`src/rtl/adc_pattern_gen.sv`:
```
// Multi-channel ADC test-pattern and trigger generator.
// Ramp/const/toggle/PRBS15 per channel, plus a periodic trigger.
module adc_pattern_gen #(
  parameter int CHN = 2,
  parameter int DW  = 16,
  parameter int LW  = 16,
  parameter int TW  = 24
) (
  input  logic               clk_i,
  input  logic               rstn_i,
  input  logic               cfg_en_i,
  input  logic [2*CHN-1:0]   cfg_mode_i,
  input  logic [CHN-1:0]     cfg_inv_i,
  input  logic [LW-1:0]      cfg_len_i,
  input  logic [DW-1:0]      cfg_step_i,
  input  logic [DW-1:0]      cfg_const_i,
  input  logic [TW-1:0]      trg_per_i,
  input  logic [TW-1:0]      trg_len_i,
  output logic [CHN*DW-1:0]  dat_o,
  output logic               dat_vld_o,
  output logic               wrap_o,
  output logic               trg_o,
  output logic [LW-1:0]      idx_o
);

  typedef enum logic {
    IDLE = 1'b0,
    RUN  = 1'b1
  } state_t;

  typedef struct packed {
    logic [2*CHN-1:0] mode;
    logic [CHN-1:0]   inv;
    logic [LW-1:0]    len;
    logic [DW-1:0]    step;
    logic [DW-1:0]    cnst;
    logic [TW-1:0]    per;
    logic [TW-1:0]    tlen;
  } cfg_t;

  localparam logic [14:0] SEED = 15'h7FFF;

  state_t      state_q;
  state_t      state_d;
  cfg_t        cfg_q;
  logic [LW-1:0] idx_q;
  logic [LW-1:0] idx_d;
  logic [DW-1:0] acc_q;
  logic [DW-1:0] acc_d;
  logic [14:0]   lfsr_q;
  logic [14:0]   lfsr_d;
  logic [TW-1:0] phase_q;
  logic [TW-1:0] phase_d;
  logic          adv;
  logic          idx_wrap;
  logic          ph_wrap;
  logic          trg_d;
  logic [CHN*DW-1:0] dat_d;

  always_comb begin
    state_d = state_q;
    case (state_q)
      IDLE: if (cfg_en_i) state_d = RUN;
      RUN:  if (!cfg_en_i) state_d = IDLE;
    endcase
  end

  // Counters only move while running; any exit restarts them.
  assign adv = (state_q == RUN) && cfg_en_i;

  assign idx_wrap = (cfg_q.len <= LW'(1))
                 || (idx_q == cfg_q.len - LW'(1));
  assign idx_d = idx_wrap ? '0 : idx_q + LW'(1);
  assign acc_d = idx_wrap ? '0 : acc_q + cfg_q.step;
  assign lfsr_d = {lfsr_q[13:0], lfsr_q[14] ^ lfsr_q[13]};

  assign ph_wrap = (cfg_q.per == '0)
                || (phase_q == cfg_q.per - TW'(1));
  assign phase_d = ph_wrap ? '0 : phase_q + TW'(1);
  assign trg_d = (cfg_q.per != '0) && (phase_q < cfg_q.tlen);

  for (genvar c = 0; c < CHN; c++) begin : g_ch
    logic [DW-1:0] smp;
    always_comb begin
      smp = '0;
      unique case (cfg_q.mode[2*c +: 2])
        2'd0: smp = acc_q;
        2'd1: smp = cfg_q.cnst;
        2'd2: smp = idx_q[0] ? ~cfg_q.cnst : cfg_q.cnst;
        2'd3: smp = DW'(lfsr_q);
      endcase
    end
    assign dat_d[c*DW +: DW] = cfg_q.inv[c] ? ~smp : smp;
  end

  always_ff @(posedge clk_i or negedge rstn_i) begin
    if (!rstn_i) begin
      state_q <= IDLE;
      cfg_q   <= '0;
    end else begin
      state_q <= state_d;
      if (state_q == IDLE && cfg_en_i) begin
        cfg_q <= '{mode: cfg_mode_i,
                   inv:  cfg_inv_i,
                   len:  cfg_len_i,
                   step: cfg_step_i,
                   cnst: cfg_const_i,
                   per:  trg_per_i,
                   tlen: trg_len_i};
      end
    end
  end

  always_ff @(posedge clk_i or negedge rstn_i) begin
    if (!rstn_i) begin
      idx_q   <= '0;
      acc_q   <= '0;
      lfsr_q  <= SEED;
      phase_q <= '0;
    end else if (adv) begin
      idx_q   <= idx_d;
      acc_q   <= acc_d;
      lfsr_q  <= lfsr_d;
      phase_q <= phase_d;
    end else begin
      idx_q   <= '0;
      acc_q   <= '0;
      lfsr_q  <= SEED;
      phase_q <= '0;
    end
  end

  // Outputs lag the state by one edge so start and stop are symmetric.
  always_ff @(posedge clk_i or negedge rstn_i) begin
    if (!rstn_i) begin
      dat_o     <= '0;
      dat_vld_o <= 1'b0;
      wrap_o    <= 1'b0;
      trg_o     <= 1'b0;
      idx_o     <= '0;
    end else if (state_q == RUN) begin
      dat_o     <= dat_d;
      dat_vld_o <= 1'b1;
      wrap_o    <= (idx_q == '0);
      trg_o     <= trg_d;
      idx_o     <= idx_q;
    end else begin
      dat_o     <= '0;
      dat_vld_o <= 1'b0;
      wrap_o    <= 1'b0;
      trg_o     <= 1'b0;
      idx_o     <= '0;
    end
  end

endmodule

```
`config.mk`:
```
export PLATFORM = sky130hd
export DESIGN_NAME = adc_pattern_gen
export DESIGN_NICKNAME = d
export VERILOG_FILES = /design/src/rtl/adc_pattern_gen.sv
export SDC_FILE = /design/constraint.sdc
export NUM_CORES = 1
export LEC_CHECK = 0
export ABC_CLOCK_PERIOD_IN_PS = 3360
export BUFFER_PORTS_ARGS = -buffer_cell sky130_fd_sc_hd__buf_2
export CAP_MARGIN = 10
export CORE_MARGIN = 8
export CORE_UTILIZATION = 55
export DETAILED_ROUTE_END_ITERATION = 8
export HOLD_SLACK_MARGIN = 0.12
export PLACE_DENSITY = 0.77
export RECOVER_POWER = 25
export REMOVE_ABC_BUFFERS = 1
export SLEW_MARGIN = 20
export SYNTH_ARGS = -nofsm -noshare
export SYNTH_HDL_FRONTEND = slang
export SYNTH_SLANG_ARGS = --single-unit
```
`constraint.sdc`:
```
create_clock -name clk_i -period 3.36 [get_ports clk_i]
set_input_delay 0.672 -clock clk_i [delete_from_list [all_inputs] [get_ports clk_i]]
set_output_delay 0.672 -clock clk_i [all_outputs]
set_load 0.05 [all_outputs]
```
==> results.py, run 1 <==
metrics = {
    "floorplanning": {
        "core_area_um2": 21690,
        "io_pins": 156,
        "start_util_pct": 55.79,
        "rows": 54,
        "die_area_um2": 27000,
        "dieHeight_um": 164.3,
        "die_x_um": 164.3,
    },
    "timing": {
        "period_minus_slack_ps": 3175,
        "tightest_slew_ps": 2331,
        "rsz0062_at_grt": "no",
        "relSlewSlack_pct": -55.41,
        "setup_viol": 0,
        "min_period_over_period_pct": 94.49,
        "hold_ws_ps": 319.2,
        "timing.final.ws_setup_ps": 185.0,
        "slew_violations": 94,
        "clock.fmax_mhz": 315.0,
        "setup_tns_ps": 0,
        "fin_worst_skew_ps": 22.19,
        "hold_violations": 0,
    },
    "logic_synthesis": {
        "synth_top_area_share_pct": 43.43,
        "synth_area_um2": 12100,
        "synth_cells": 1147,
        "synth_top_flop_cell": "dfrtp_1",
        "synth_area_leaders": "dfrtp_1, mux2_2, xnor2_1, xor2_1, ha_1",
        "ys_types": 65,
        "seq_area_frac_synth_pct": 46.69,
        "avgSynthCellArea_um2": 10.55,
        "async_flop_share_pct": 100.0,
        "synth-seq-cells": 225,
        "ys.warnings.count": 0,
        "post-synth-top-area-cell": "dfrtp_1",
        "synth_edf_count": 0,
    },
    "global_route": {
        "antenna_found_initial": 3,
        "grt_max_degree": 106,
        "grt_overflow": 0,
        "grt_use_total_pct": 21.00,
        "grt_pass1_vias": 9186,
        "grt_pass1_wl_um": 46370,
    },
    "clock_tree": {
        "cts_setup_buffers": 0,
        "clock_latency_ps": 530,
        "cts_buffers": 26,
        "cts_resized": 0,
        "cts_tree": "yes",
        "cts_sinks": 225,
        "cts-root-buf": "clkbuf_16",
        "htree_num_levels": 1,
        "clk_pin_slew_worst_paths_ps": 60,
        "max-clock-path-buffers": 3,
        "ctsHoldBuffers": 0,
    },
    "setup_path": {
        "arrival_ps": 3580,
        "path_delay_family": "simple AND/OR/NAND/NOR gates",
        "timing.critical_path.slowest_cell_delay_ps": 530,
        "rr_startpoint": "cfg_q[80]",
        "crit_type": "reg2reg",
        "crit_required_ps": 3770,
        "startpoint": "cfg_q[80]",
        "crit_fanout": 32,
        "crit_slowest_cell": "or4b_1",
        "worst-path-buf-inv": 2,
        "path_cells": "inv_1, ha_1, or3b_2, or2_0, or4b_1, a21oi_1, o2111ai_1, nor4_1, or3_1, buf_12, nor2_1",
        "critPathLaunchType": "register",
        "crit_path_end_kind": "register",
    },
    "pwr": {
        "p_leak_nw": 6.290,
        "ir_drop_mv": 0.3991,
        "p_per_area_nw_per_um2": 578.4,
        "p_total_mw": 8.108,
    },
    "finish": {
        "final_layout_size_suffix_gt1_share_pct": 26.15,
        "area_growth_syn_to_layout_pct": 15.86,
        "nNetsFinal": 1435,
        "diodes": 0,
    },
    "min_path": {
        "min_path_type": "in2reg",
        "hold_start": "cfg_en_i",
    },
    "run_status": {
        "violations": "capacitance limit, slew limit",
        "status": "finished with violations",
    },
    "route": {
        "wl_met2_um": 13310,
        "vias_per_cell": 5.621,
        "wl_met3_um": 1839,
        "drtPass1Iterations": 5,
        "vias": 8903,
        "top_layer": "met5",
        "wl_um": 28010,
        "drc": 0,
        "ant_nets": 0,
        "wl_met1_um": 12240,
        "wl_per_cell_um": 17.68,
        "drt_iter0_drc": 509,
    },
    "placed_design": {
        "place.gp.congestion": 0.8805,
        "dp.final_hpwl_um": 19470,
        "port_buffers": 155,
        "dp_slack_ps": 143.2,
    },
    "job": {
        "cap_violations": 1,
    },
}
[power by group]
part	switching, mW	internal [mW]
sequential	0.292	3.01
clock	1.11	1.85
combinational	1.07	0.783
[layout by cell type (no fill, tap or decap), types with 9 or more instances in the layout]
cell type / instances
a21oi_1: 20
and2_1: 43
or2_2: 17
and3_1: 10
nor4_1: 16
o21ai_0: 61
buf_2: 153
dfrtp_1: 210
clkbuf_1: 10
buf_4: 11
clkbuf_16: 26
nand4_1: 11
nand2_1: 87
a21o_1: 9
dfstp_2: 15
inv_1: 41
xnor2_1: 75
a211oi_1: 9
nor2b_1: 12
nor3_1: 21
nand3_1: 24
nor2_1: 94
o221ai_1: 15
ha_1: 45
xor2_1: 73
mux4_2: 15
mux2_2: 73
[per-stage QoR]
step / utilization [%] / instance area, µm² / cells
floorplan: - / 11820 / 1085
global placement: 60.56 / 13130 / 1536
detailed placement: 60.57 / 13140 / 1536
CTS: 64.76 / 14050 / 1584
global route: 64.64 / 14020 / 1584
finish: 64.64 / 14020 / 1584
[Yosys cell counts, types with 2 or more instances]
cell type and number:
a211oi_1 9, a21o_1 9, a21oi_1 20, a221oi_1 2, a311oi_1 2, a31oi_1 5
and2_1 48, and3_1 10, and4_1 2, buf_1 8, buf_6 6, clkbuf_1 47
dfrtp_1 210, dfstp_2 15, ha_1 45, inv_1 41, mux2_2 73, mux2i_1 4
mux4_2 15, nand2_1 87, nand2b_1 6, nand3_1 24, nand3b_1 2, nand4_1 11
nor2_1 95, nor2b_1 13, nor3_1 21, nor3b_1 2, nor4_1 16, nor4b_1 6
nor4bb_1 2, o211ai_1 2, o21a_1 5, o21ai_0 61, o21bai_1 4, o221ai_1 15
o31a_1 3, or2_2 17, or3_1 4, or3b_2 2, or4_1 6, or4_4 3
xnor2_1 75, xor2_1 73
[layout make-up]
class | instances | area [µm²]
clock inverter | 9 | 160.2
sequential | 225 | 5649
fill | 1686 | 7670
multi-input combinational | 819 | 6027
tap | 280 | 350.3
clock buffer | 39 | 749.5
timing repair buffer | 171 | 928.4
inverter | 41 | 153.9
[final timing paths]
path	endpoint	slack, ps	cells after the start
max reg2reg	idx_q[11]	180	11
min in group asynchronous	cfg_q[78]	850	1
max	idx_q[11]	180	11
min reg2reg	cfg_q[100]	510	1
min	state_q	320	1
max in group asynchronous	cfg_q[92]	590	2
[registers in the layout, summed over array words and instances, names as in the netlist]
signal / count
acc_q: 16
cfg_q: 102
dat_o: 32
dat_vld_o: 1
idx_o: 16
idx_q: 16
lfsr_q: 15
phase_q: 24
state_q: 1
trg_o: 1
wrap_o: 1
[kinds of logic (layout without fill, tap and decap cells)]
| family | Yosys count | after routing | share of synthesized area, % |
|---|---|---|---|
| XOR/XNOR | 148 | 148 | 10.71 |
| AO/OA/AOI/OAI | 149 | 149 | 7.973 |
| AND/OR/NAND/NOR | 384 | 384 | 16.31 |
| flip-flops | 225 | 225 | 46.69 |
| multiplexers | 92 | 92 | 9.917 |
| buffers and inverters | 103 | 260 | 3.578 |
| adder cells (fa/ha/maj) | 46 | 46 | 4.819 |
[layer usage]
| layer | up-vias | track usage (%) |
|---|---|---|
| li1 | 4238 | - |
| met1 | 4324 | 28.06 |
| met2 | 281 | 33.76 |
| met3 | 54 | 4.561 |
| met4 | 6 | 6.240 |
| met5 | - | 0 |
(Power assumes the default switching activity.)
==> run 2: changes to the inputs <==
GPL_ROUTABILITY_DRIVEN = 0   (was default)
REMOVE_ABC_BUFFERS = default   (was 1)
==> run 2 against run 1 <==
  * The flow still finishes with violations (capacitance limit, slew limit)
  * Clock skew grew 1.8 ps
  * Combinational power shrank 2%
  * Non-clock buffer count shrank 2
  * Setup slack lost 5.4 ps
  * Clock power grew 4%
  * Fmax shrank 0.17%
  * Sequential power is essentially flat
  * Final cell count shrank 0.25%
  * Via count shrank 0.95%
  * Largest cell class unchanged
  * Largest power group unchanged
==> results.py, run 2 (synthesized netlist as in run 1, its figures left out) <==
metrics = {
    "setup_path": {
        "timing.critical_path.slowest_cell_delay_ps": 600,
        "path_delay_family": "simple AND/OR/NAND/NOR gates",
        "arrival_ps": 3580,
        "crit_fanout": 16,
        "crit_slowest_cell": "or4_4",
        "path_cells": "or4_4, or4_1, or4_4, mux2i_1, mux2i_1, a21oi_2, o31ai_4, buf_4, nor2_1",
        "critPathLaunchType": "register",
        "crit_required_ps": 3760,
        "worst-path-buf-inv": 1,
        "crit_path_end_kind": "register",
        "crit_type": "reg2reg",
    },
    "timing": {
        "setup_tns_ps": 0,
        "fin_worst_skew_ps": 24.04,
        "period_minus_slack_ps": 3180,
        "slew_violations": 98,
        "hold_violations": 0,
        "clock.fmax_mhz": 314.4,
        "relSlewSlack_pct": -62.20,
        "hold_ws_ps": 337.7,
        "min_period_over_period_pct": 94.66,
        "setup_viol": 0,
        "tightest_slew_ps": 2433,
        "rsz0062_at_grt": "no",
    },
    "clock_tree": {
        "cts_setup_buffers": 0,
        "clk_pin_slew_worst_paths_ps": 60,
        "max-clock-path-buffers": 3,
        "cts-root-buf": "clkbuf_16",
        "cts_buffers": 25,
        "cts_tree": "yes",
        "cts_sinks": 225,
        "htree_num_levels": 1,
        "clock_latency_ps": 530,
    },
    "pwr": {
        "p_int_mw": 5.759,
        "netSwitchingFraction_pct": 29.88,
        "p_switching_mw": 2.453,
        "ir_drop_mv": 0.4176,
        "p_leak_nw": 6.313,
        "power.share.combinational_pct": 22.1,
        "p_per_area_nw_per_um2": 584.1,
        "p_seq_share_pct": 40.5,
        "clockPowerShare_pct": 37.4,
    },
    "global_route": {
        "antenna_found_initial": 0,
        "grt_use_total_pct": 20.85,
        "grt_overflow": 0,
        "grt_pass1_vias": 8980,
        "grt_pass1_wl_um": 45640,
        "grt_max_degree": 100,
    },
    "placed_design": {
        "dp.final_hpwl_um": 19750,
        "port_buffers": 155,
    },
    "floorplanning": {
        "die_area_um2": 27000,
        "io_pins": 156,
        "dieHeight_um": 164.3,
        "die_x_um": 164.3,
        "core_area_um2": 21690,
        "start_util_pct": 55.79,
        "rows": 54,
    },
    "finish": {
        "nNetsFinal": 1432,
        "final_common_cell": "dfrtp_1",
        "seq_area_um2": 5649,
        "multi_input_area_um2": 6031,
        "diodes": 0,
        "regMostFlops": "cfg_q",
        "final_layout_size_suffix_gt1_share_pct": 26.38,
        "mostFrequentLayoutCells": "dfrtp_1, buf_2, nor2_1, nand2_1, xnor2_1",
        "fillers": 1673,
        "largest_reg_flops": 102,
        "area_growth_syn_to_layout_pct": 16.20,
        "top_regs": "cfg_q (102), dat_o (32), phase_q (24)",
    },
    "route": {
        "wl_per_cell_um": 17.54,
        "ant_nets": 0,
        "drt_iter0_drc": 674,
        "drtPass1Iterations": 5,
        "vias_per_cell": 5.581,
        "vias": 8818,
        "drc": 0,
        "wl_um": 27710,
    },
    "run_status": {
        "violations": "capacitance limit, slew limit",
        "status": "finished with violations",
    },
    "logic_synthesis": {
        "synth_nets": 1298,
    },
    "min_path": {
        "min_path_type": "in2reg",
    },
    "job": {
        "cap_violations": 1,
    },
}
==> run 2: cell types whose count changed in the layout (fill, tap and decap cells not counted), sizes merged <==
cell,before,now
clkinv,4,0
clkbuf,43,41
bufinv,4,5
inv,42,43
==> run 2: final timing paths <==
path | from | endpoint | slack (ps) | depth (start not counted)
worst max-delay path | cfg_q[32] | phase_q[12] | 180 | 9
worst min-delay path | cfg_en_i | state_q | 340 | 1
worst max register to register | cfg_q[32] | phase_q[12] | 180 | 9
worst min register to register | cfg_q[75] | cfg_q[75] | 510 | 1
max in group asynchronous | rstn_i | cfg_q[29] | 1040 | 1
min in group asynchronous | rstn_i | idx_o[8] | 900 | 1
==> run 2: cell type report <==
class	count	area share, %
Inverter	41	1.095
Multi-Input combinational cell	819	42.89
Clock inverter	7	1.192
Tap cell	280	2.492
Sequential cell	225	40.18
Timing Repair Buffer	169	6.612
Clock buffer	39	5.535
==> run 2: stage by stage <==
step                      power [mW]  worst slack [ps]  instances  area [µm²]  utilization, %
after global routing           8.594             2.724       1580       14060           64.83
after floorplan                4.679             337.6       1147       12100               -
after CTS                      8.276             147.2       1580       14060           64.85
after global placement         5.125             277.6       1534       13120           60.49
final                          8.212             179.5       1580       14060           64.83
after detailed placement       5.179             171.0       1534       13120           60.49
==> run 2: what timing repair did <==
| action | in CTS | in global routing |
|---|---|---|
| hold buffers | 0 | 0 |
| gates resized for setup | 0 | 2 |
| setup endpoints to repair | 0 | 45 |
==> run 2: power groups by stage <==
stage | clock (mW) | sequential (mW) | combinational, mW
after global routing | 3.24 | 3.37 | 1.98
after CTS | 3.12 | 3.33 | 1.83
after detailed placement | 0 | 3.37 | 1.81
after global placement | 0 | 3.36 | 1.77
final | 3.07 | 3.33 | 1.81
after floorplan | 0 | 3.55 | 1.13
==> run 2: per-layer routing <==
layer	part of all wire, %	wire, µm	global-route usage [%]	vias to the layer above
met2	50	13810	35.69	271
met3	5.8	1612	3.709	44
li1	-	-	-	4223
met4	2.7	746	6.901	0
met1	42	11550	26.29	4280
met5	0	0	0	-
==> run 3: changes to the inputs <==
CORE_UTILIZATION = 59   (was 55)
PLACE_DENSITY = 0.82   (was 0.77)
==> run 3 against run 2 <==
  * The run still ends with capacitance limit, slew limit left
  * Via count increased by 0.10%
  * First-iteration DRC count decreased by 12%
  * Sequential share of layout area increased by 0.46 points
  * Core utilization increased by 4.1 points
  * Register-to-register slack improved by 60 ps
  * Largest cell class unchanged
==> results.py, run 3 (synthesized netlist as in run 1, its figures left out) <==
metrics = {
    "run_status": {
        "status": "finished with violations",
        "violations": "capacitance limit, slew limit",
    },
    "placed_design": {
        "dp_slack_ps": 181.1,
        "port_buffers": 155,
        "place_inst": 1523,
        "dp.final_hpwl_um": 19650,
    },
    "setup_path": {
        "crit_required_ps": 3760,
        "timing.critical_path.slowest_cell_delay_ps": 780,
        "critPathLaunchType": "register",
        "r2r-end": "phase_q[12]",
        "crit_fanout": 24,
        "r2r_slack_ps": 240,
        "rr_startpoint": "cfg_q[28]",
        "crit_slowest_cell": "or4_1",
        "arrival_ps": 3520,
        "crit_type": "reg2reg",
        "ff2ff_path_depth": 9,
        "crit_path_end_kind": "register",
        "path_cells": "or4_1, nor2_1, nand4_1, mux2i_1, mux2i_1, a21oi_1, o31ai_4, buf_12, nor2_1",
    },
    "route": {
        "ant_nets": 0,
        "drtPass1Iterations": 5,
        "vias_per_cell": 5.626,
        "wl_per_cell_um": 17.49,
        "drt_iter0_drc": 594,
        "vias": 8827,
        "wl_um": 27440,
        "drc": 0,
    },
    "timing": {
        "min_period_over_period_pct": 92.83,
        "setup_viol": 0,
        "hold_violations": 0,
        "rsz0062_at_grt": "no",
        "slew_violations": 77,
        "timing.final.ws_setup_ps": 241.1,
        "relSlewSlack_pct": -27.08,
        "fin_worst_skew_ps": 15.41,
        "tightest_slew_ps": 1906,
        "setup_tns_ps": 0,
        "period_minus_slack_ps": 3119,
        "clock.fmax_mhz": 320.6,
    },
    "clock_tree": {
        "cts_resized": 0,
        "cts_tree": "yes",
        "clk_pin_slew_worst_paths_ps": 60,
        "cts-root-buf": "clkbuf_16",
        "clock_latency_ps": 520,
        "cts_sinks": 225,
        "cts_buffers": 25,
        "cts_setup_buffers": 0,
        "max-clock-path-buffers": 3,
        "htree_num_levels": 1,
        "ctsHoldBuffers": 0,
    },
    "floorplanning": {
        "io_pins": 156,
        "start_util_pct": 59.99,
        "die_x_um": 159.2,
        "core_area_um2": 20170,
        "die_area_um2": 25340,
        "dieHeight_um": 159.2,
        "rows": 52,
    },
    "finish": {
        "final_util_pct": 68.91,
        "largest_reg_flops": 102,
        "area_growth_syn_to_layout_pct": 14.88,
        "stdcell_count": 1569,
        "regMostFlops": "cfg_q",
        "final_common_cell": "dfrtp_1",
        "final_layout_size_suffix_gt1_share_pct": 26.02,
        "mostFrequentLayoutCells": "dfrtp_1, buf_2, nor2_1, nand2_1, xnor2_1",
        "fillers": 1480,
        "diodes": 0,
        "nNetsFinal": 1431,
        "top_regs": "cfg_q (102), dat_o (32), phase_q (24)",
    },
    "global_route": {
        "grt_pass1_vias": 8920,
        "grt_max_degree": 77,
        "grt_use_total_pct": 21.63,
        "grt_pass1_wl_um": 45820,
        "antenna_found_initial": 0,
        "grt_overflow": 0,
    },
    "pwr": {
        "p_total_mw": 7.876,
        "p_leak_nw": 6.245,
        "p_per_area_nw_per_um2": 566.6,
        "ir_drop_mv": 0.4317,
    },
    "min_path": {
        "hold_start": "cfg_en_i",
        "min_path_type": "in2reg",
        "hold_depth": 1,
        "min_to": "state_q",
    },
    "job": {
        "cap_violations": 1,
    },
    "logic_synthesis": {
        "synth_nets": 1298,
    },
}
-- run 3: cell count changes in the layout (fill, tap and decap cells not counted), moves of 2 or more --
cell,delta
bufinv_16,-2
clkbuf_8,-8
clkinv_2,+8
clkbuf_1,+2
-- run 3: per-stage QoR --
step / cell area [µm²] / hold WS (ps)
after global routing: 13900 / 304.7
after CTS: 13920 / 126.3
after global placement: 13100 / 502.5
final: 13900 / 309.5
after detailed placement: 13100 / 506.9
after floorplan: 12100 / 376.4
-- run 3: how the worst max path moves through the flow --
| stage | start | endpoint | cells past startpoint |
|---|---|---|---|
| 2_1_floorplan | cfg_q[80] | idx_q[0] | 13 |
| 3_3_place_gp | cfg_q[80] | acc_q[4] | 11 |
| 3_5_place_dp | cfg_q[80] | acc_q[4] | 11 |
| 4_1_cts | cfg_q[80] | acc_q[4] | 11 |
| 5_1_grt | cfg_q[28] | phase_q[7] | 9 |
| 6_report | cfg_q[28] | phase_q[12] | 9 |
-- run 3: cell type report --
type,count,area (µm²),area share (%)
Multi-Input combinational cell,819,6027,43.36
Inverter,41,153.9,1.107
Clock inverter,13,146.4,1.053
Timing Repair Buffer,168,909.6,6.544
Sequential cell,225,5649,40.64
Clock buffer,33,675.6,4.861
Tap cell,270,337.8,2.430
-- run 3: critical path, delay by kind of cell, from the launching register on --
family | cells | cell delay (ps)
buffers and inverters | 1 | 200
AOI/OAI and AO/OA | 2 | 430
and+or+nand+nor | 4 | 1550
DFF | 1 | 470
muxes | 2 | 350
-- run 3: power breakdown --
group	internal, mW	switching [mW]
logic	0.780	1.04
clock network	1.65	1.08
registers	3.01	0.319
total	5.43	2.45
-- run 3: layer usage --
layer / share of wire (%) / wire length (µm) / up-vias / track usage, %
li1: - / - / 4233 / -
met1: 42 / 11510 / 4228 / 27.72
met5: 0 / 0 / - / 0
met3: 6.7 / 1845 / 66 / 4.214
met2: 48 / 13040 / 300 / 35.78
met4: 3.8 / 1051 / 0 / 8.319
